[config.mk]
export PLATFORM = sky130hd
export DESIGN_NAME = hist_frame_ctrl
export DESIGN_NICKNAME = d
export VERILOG_FILES = /design/src/rtl/hist_frame_ctrl.sv
export SDC_FILE = /design/constraint.sdc
export NUM_CORES = 1
export LEC_CHECK = 0
export ABC_AREA = 1
export CORE_UTILIZATION = 40
export CTS_CLUSTER_DIAMETER = 200
export DETAILED_ROUTE_END_ITERATION = 7
export PLACE_DENSITY = 0.76
export SETUP_SLACK_MARGIN = 0.2
export SLEW_MARGIN = 10
export SYNTH_ARGS = -nofsm -noshare
export SYNTH_HDL_FRONTEND = slang
export SYNTH_SLANG_ARGS = --single-unit
[constraint.sdc]
create_clock -name clk -period 2.8 [get_ports clk]
set_clock_uncertainty 0.2 [all_clocks]
set_input_delay 0.84 -clock clk [delete_from_list [all_inputs] [get_ports clk]]
set_output_delay 0.84 -clock clk [all_outputs]
set_load 0.05 [all_outputs]
[src/rtl/hist_frame_ctrl.sv]
// hist_frame_ctrl
//   Collects FRAME_LEN samples per frame from two requesters (A and B) and
//   forwards each accepted sample to a histogram core one cycle later. Once
//   the frame is full the block stops granting (DRAIN) until the core ends
//   its readout with hist_valid & hist_last. Then it reports frame_done,
//   clears the sample count and returns to COLLECT.
//
//   Handshake: a requester holds *_valid (with *_data) until it sees
//   *_ready. A transfer happens in a cycle where valid and ready are both 1.
//   Ready is combinational from valid, the grant conditions, the FSM state
//   and the last grant, and is never high for both requesters at once.
//   hist_we is a one-cycle strobe with no back-pressure. hist_ready is
//   consumed when the grant is made, not when the strobe is issued.
//
// Ports
//   clk, reset          clock, asynchronous active-high reset
//   en                  1 = grants allowed, 0 = pause acceptance
//   a_valid/a_data/a_ready  requester A (16-bit samples)
//   b_valid/b_data/b_ready  requester B (16-bit samples)
//   hist_ready          histogram core can take a write
//   hist_valid/hist_last    histogram core readout bin valid / final bin
//   hist_we/hist_data   write strobe and sample to the histogram core
//   sample_cnt          samples accepted in the current frame
//   busy                1 while in DRAIN (also serves as the state view)
//   frame_done          one-cycle pulse when a frame's readout completes
module hist_frame_ctrl #(
   parameter int FRAME_LEN = 256,
   parameter int CNT_W     = 9
) (
   input  logic             clk,
   input  logic             reset,
   input  logic             en,
   input  logic             a_valid,
   input  logic [15:0]      a_data,
   output logic             a_ready,
   input  logic             b_valid,
   input  logic [15:0]      b_data,
   output logic             b_ready,
   input  logic             hist_ready,
   input  logic             hist_valid,
   input  logic             hist_last,
   output logic             hist_we,
   output logic [15:0]      hist_data,
   output logic [CNT_W-1:0] sample_cnt,
   output logic             busy,
   output logic             frame_done
);

   typedef enum logic {
      COLLECT = 1'b0,
      DRAIN   = 1'b1
   } state_t;

   localparam logic [CNT_W-1:0] LAST_IDX = CNT_W'(FRAME_LEN - 1);

   state_t state;
   state_t state_next;
   logic   last_grant;   // 0 = A granted last, 1 = B granted last
   logic   grant_ok;
   logic   drain_done;
   logic   xfer_a;
   logic   xfer_b;

   always_comb begin
      state_next = state;
      grant_ok   = 1'b0;
      a_ready    = 1'b0;
      b_ready    = 1'b0;
      drain_done = 1'b0;
      case (state)
         COLLECT: begin
            grant_ok = en & hist_ready;
            if (grant_ok) begin
               // On a tie the requester that was not served last wins.
               a_ready = a_valid & (~b_valid | last_grant);
               b_ready = b_valid & (~a_valid | ~last_grant);
            end
            if ((a_ready | b_ready) && (sample_cnt == LAST_IDX)) begin
               state_next = DRAIN;
            end
         end
         DRAIN: begin
            // hist_last is only meaningful when qualified by hist_valid.
            drain_done = hist_valid & hist_last;
            if (drain_done) begin
               state_next = COLLECT;
            end
         end
         default: state_next = COLLECT;
      endcase
   end

   assign xfer_a = a_valid & a_ready;
   assign xfer_b = b_valid & b_ready;

   always_ff @(posedge clk or posedge reset) begin
      if (reset) begin
         state      <= COLLECT;
         last_grant <= 1'b1;
         sample_cnt <= '0;
         hist_we    <= 1'b0;
         hist_data  <= '0;
         busy       <= 1'b0;
         frame_done <= 1'b0;
      end else begin
         state      <= state_next;
         busy       <= (state_next == DRAIN);
         frame_done <= drain_done;
         hist_we    <= xfer_a | xfer_b;
         if (xfer_a) begin
            hist_data  <= a_data;
            last_grant <= 1'b0;
         end else if (xfer_b) begin
            hist_data  <= b_data;
            last_grant <= 1'b1;
         end
         if (drain_done) begin
            sample_cnt <= '0;
         end else if (xfer_a | xfer_b) begin
            sample_cnt <= sample_cnt + CNT_W'(1);
         end
      end
   end

endmodule

==> out/metrics.yaml, run 1 <==
outcome: "finished, final reports clean"
fp-row-count: 22
drive_above_1_share_pct: 16.9
placed_area_sq_um: 2420
synthCells: 221
synth_area_sq_um: 1650
ys.flop_type: "dfrtp_1"
final_cell_mix: "nand2_1 (79), clkdlybuf4s50_1 (56), inv_1 (31)"
place_hpwl_mm: 2.61
p_leak_nw: 1.37
synth_fp_nets: 263
start_util_pct: 43.4
peakVddDrop_v: 0.000426
hold_path_startpoint: "hist_data[1]"
fin_area_sq_um: 2570
drv_cap: 0
io_buffers: 69
root_buffer: "clkbuf_8"
clock.fmax_mhz: 395
clockPowerShare_pct: 19.8
required_ps: 1760
hold_depth: 2
crit_fanout: 2
p_int_mw: 1.01
fin_hold_ws_ps: 279
fin_crit_sh_pct: 90.5
postCtsHoldBufs: 0
clk_latency_ps: 280
finalMaxSlewViolations: 0
arrival_ps: 1490
finalWeightedCongestion: 0.794
yosys_warnings: 0
layout_commonest_cell: "nand2_1"
reg2reg_slack_ps: 690
io-pin-count: 70
layout.nets: 343
worst_slew_pin_slew_ps: 515
cts.sinks: 29
drtIter0Drc: 52
slew_headroom_pct: 65.6
antennaDiodeCount: 0
avgViaCountPerCell: 4.52
cellPowerDensity_nw_per_um2: 690
post-route-min-period_ps: 2530
finalHoldViolCount: 0
r2r_end: "sample_cnt[1]"
swShare_pct: 42.9
r2r-start: "state"
die-width_um: 66.2
die_area_sq_um: 4380
drc_errors: 0
worstHoldEndpoint: "hist_data[1]"
wl_per_cell_um: 10.5
first_pass_iters: 4
fp.dieH_um: 66.2
overflow: 0
grt_max_degree: 35
seq_power_share_pct: 33.8
grt_antenna_before_repair: 0
comb_power_share_pct: 46.4
finalSetupViolCount: 0
grtUsageTotal_pct: 19.5
grt_pass1_vias: 1487
clk_pin_slew_ps: 60
syn_avg_cell_area_sq_um: 7.46
crit_path_end_kind: "output pin"
cts_htree_levels: 2
clock_path_buffers: 2
hold_class: "flop to flop"
power.total_mw: 1.77
ys_seq_area_share_pct: 44.1
cts_tree: "done"
cts_inserted_buffers: 5
cp-start-kind: "primary input"
rsz0062_at_grt: "false"
wirelength_mm: 3.67
seqCellArea_sq_um: 727
yosysUniqueCellTypes: 24
syn_to_final_growth_pct: 56.0
power.switching_mw: 0.761
core_area_sq_um: 3800
grt_first_pass_wirelength_mm: 6.34
worstSetupPathType: "primary input to output pin"
final.setup.tns_ps: 0
nFillCells: 331
ys_seq_elements: 29
ant_nets: 0
multi_input_area_sq_um: 743
synth-edff-count: 0
num_vias: 1582
synthArstFlopShare_pct: 100
r2r_cells: 13
[synth_stat cells (2+ instances only)]
cell type  count  share of area (%)
nand3b_1       2               0.91
buf_2          3               0.91
buf_6          2                1.4
ha_1           2                1.5
nand2_2       10                3.8
dfrtp_1       28                 43
inv_2          2               0.46
nor2_4         2                1.4
nand4_1        3                1.1
o21ai_2        9                4.8
inv_1         33                7.5
nand3_1        7                2.1
nor2_1        21                4.8
nand2_1       80                 18
o21ai_0        8                2.4
[area by class of cell]
class | instances | share of cell area, %
clock buffer | 8 | 3.50
inverter | 35 | 5.35
multi-input combinational | 150 | 28.9
sequential | 29 | 28.3
tap | 48 | 2.34
timing repair buffer | 80 | 31.6
[power groups by stage]
stage	sequential [mW]	clock, mW	combinational, mW
floorplan	0.917	0	0.217
global placement	0.604	0	0.820
detailed placement	0.605	0	0.830
CTS	0.600	0.361	0.826
global route	0.614	0.384	0.879
finish	0.600	0.350	0.824
[flip-flops by register name (all words and copies together), names as in the netlist]
name	count
frame_done	1
last_grant	1
sample_cnt	9
hist_data	16
state	1
hist_we	1
[worst max-delay path, stage by stage]
cell,delay [ps]
clkdlybuf4s15_1,190
inv_2,50
nor2_4,110
nand3_4,80
clkinvlp_4,90
buf_12,130
[kinds of logic after synthesis]
group	count (synthesis)	synth area share (%)
adders and majority gates	2	1.52
and+or+nand+nor	127	33.7
xor gates and xnor gates	1	0.532
DFF	29	44.1
buffers and inverters	42	11.7
AOI/OAI and AO/OA	20	8.43
[metal layers]
layer  wire (um)  GRT usage (%)  part of all wire, %
met5           0              0                    0
met3         411           9.14                   11
met1        1550           21.5                   42
met2        1670           32.1                   45
met4          48           7.98                  1.3
[how the worst max path moves through the flow]
stage	cells after the start	end	from	slack, ps
final	6	a_ready	a_valid	270
after floorplan	5	a_ready	en	220
after global routing	6	b_ready	hist_ready	200
after CTS	6	b_ready	en	200
after detailed placement	6	b_ready	en	-100
after global placement	6	b_ready	en	-80
[what timing repair did]
action / 4_1_cts / 5_1_grt
gates resized for setup: 8 / 18
setup buffers: 5 / 0
pin swaps: 2 / 3
endpoints found under the setup margin: 4 / 32
endpoints found under the hold margin: 0 / 0
[metrics by stage]
stage               cells  utilization, %  setup slack [ps]
global route          350            67.7               204
finish                350            67.7               267
CTS                   350            66.9               199
global placement      337            63.7             -77.3
floorplan             221               -               222
detailed placement    337            63.7              -101
(Power assumes the default switching activity.)
==> run 2, diff against run 1 <==
DONT_BUFFER_PORTS = 1   (was not set)
PLACE_DENSITY = not set   (was 0.76)
==> run 2 against run 1 <==
Effect of this change: core utilization is 21 points lower; via count is 18% lower; sequential power is 42% higher.
==> out/metrics.yaml, run 2 (synthesized netlist as in run 1, its figures left out) <==
finalSetupViolCount: 0
fin_area_sq_um: 1790
fp.dieH_um: 66.2
largest_register_ffs: 16
wl_per_cell_um: 11.8
clock.fmax_mhz: 401
worst_slew_pin_slew_ps: 620
finalHoldViolCount: 0
antennaDiodeCount: 0
cts.sinks: 29
cp_slowest_cell: "dfrtp_2"
fin_hold_ws_ps: 317
wirelength_mm: 3.27
outcome: "finished, final reports clean"
rsz0062_at_grt: "false"
first_pass_iters: 4
crit_path_end_kind: "output pin"
io_buffers: 0
grt_antenna_before_repair: 0
finalWeightedCongestion: 0.788
routed-wl-met3_um: 314
core_area_sq_um: 3800
final_cell_mix: "nand2_1 (80), inv_1 (31), dfrtp_1 (27)"
hold_class: "primary input to asynchronous set/reset pin"
syn_to_final_growth_pct: 8.66
cts_inserted_buffers: 5
cp_cell_sequence: "inv_1 -> nand3_1 -> clkinvlp_4"
top_regs: "hist_data x16, sample_cnt x9"
die-width_um: 66.2
top_layer: "met4"
m1WireLength_mm: 1.45
regMostFlops: "hist_data"
num_vias: 1301
met2_length_mm: 1.45
final.setup.tns_ps: 0
path_buf_inv: 2
clk_pin_slew_ps: 60
cpPeakStageDelay_ps: 530
drive_above_1_share_pct: 18.3
worstSetupPathType: "flop to output pin"
die_area_sq_um: 4380
crit_fanout: 3
clk_latency_ps: 280
placed_area_sq_um: 1700
cp-start-kind: "flop"
layout_commonest_cell: "nand2_1"
slew_headroom_pct: 58.7
grt_pass1_vias: 1233
cts_tree: "done"
drtIter0Drc: 58
place_hpwl_mm: 2.37
r2r_cells: 8
postCtsHoldBufs: 0
cts_setup_buffers: 0
drc_errors: 0
grt_first_pass_wirelength_mm: 5.64
clock_path_buffers: 2
ant_nets: 0
avgViaCountPerCell: 4.70
start_util_pct: 43.4
io-pin-count: 70
arrival_ps: 1450
cts_htree_levels: 2
drv_cap: 0
utilization_pct: 47.1
grtUsageTotal_pct: 17.4
path_delay_family: "flip-flops"
p_leak_nw: 0.982
cellPowerDensity_nw_per_um2: 857
root_buffer: "clkbuf_8"
fp-row-count: 22
cts_resized: 2
required_ps: 1760
post-route-min-period_ps: 2490
overflow: 0
fin_crit_sh_pct: 89.0
grt_max_degree: 34
peakVddDrop_v: 0.000307
layout.nets: 270
path_depth: 3
finalMaxSlewViolations: 0
## run 2: layout make-up
| type | instances | area [sq um] |
|---|---|---|
| Fill cell | 398 | 2010 |
| Sequential cell | 29 | 728 |
| Multi-Input combinational cell | 150 | 728 |
| Inverter | 35 | 139 |
| Clock buffer | 6 | 72.6 |
| Tap cell | 48 | 60.1 |
| Timing Repair Buffer | 7 | 52.6 |
| Clock inverter | 2 | 10.0 |
## run 2: routing by layer
| layer | vias up | GRT usage, % |
|---|---|---|
| met5 | - | 0 |
| met4 | 0 | 8.78 |
| met3 | 7 | 7.07 |
| met2 | 54 | 28.3 |
| met1 | 563 | 19.6 |
| li1 | 677 | - |
## run 2: final timing paths
check                                   start             to  slack [ps]
worst max-delay path                    state        b_ready         310
worst min-delay path                    reset        hist_we         320
worst max register to register  sample_cnt[2]  sample_cnt[8]         860
worst min register to register     last_grant     last_grant         360
max in group asynchronous               reset     last_grant        1780
min in group clk                   last_grant     last_grant         360
## run 2: stage by stage
step | setup slack [ps] | cells | power (mW)
after floorplan | 222 | 221 | 1.13
after global placement | 282 | 269 | 1.22
after detailed placement | 275 | 269 | 1.22
after CTS | 290 | 277 | 1.56
after global routing | 229 | 277 | 1.64
final | 309 | 277 | 1.53
## run 2: where the power goes
| group | switching [mW] | total (mW) | internal (mW) |
|---|---|---|---|
| registers | 0.342 | 0.853 | 0.511 |
| clock network | 0.155 | 0.327 | 0.172 |
| logic | 0.237 | 0.355 | 0.118 |
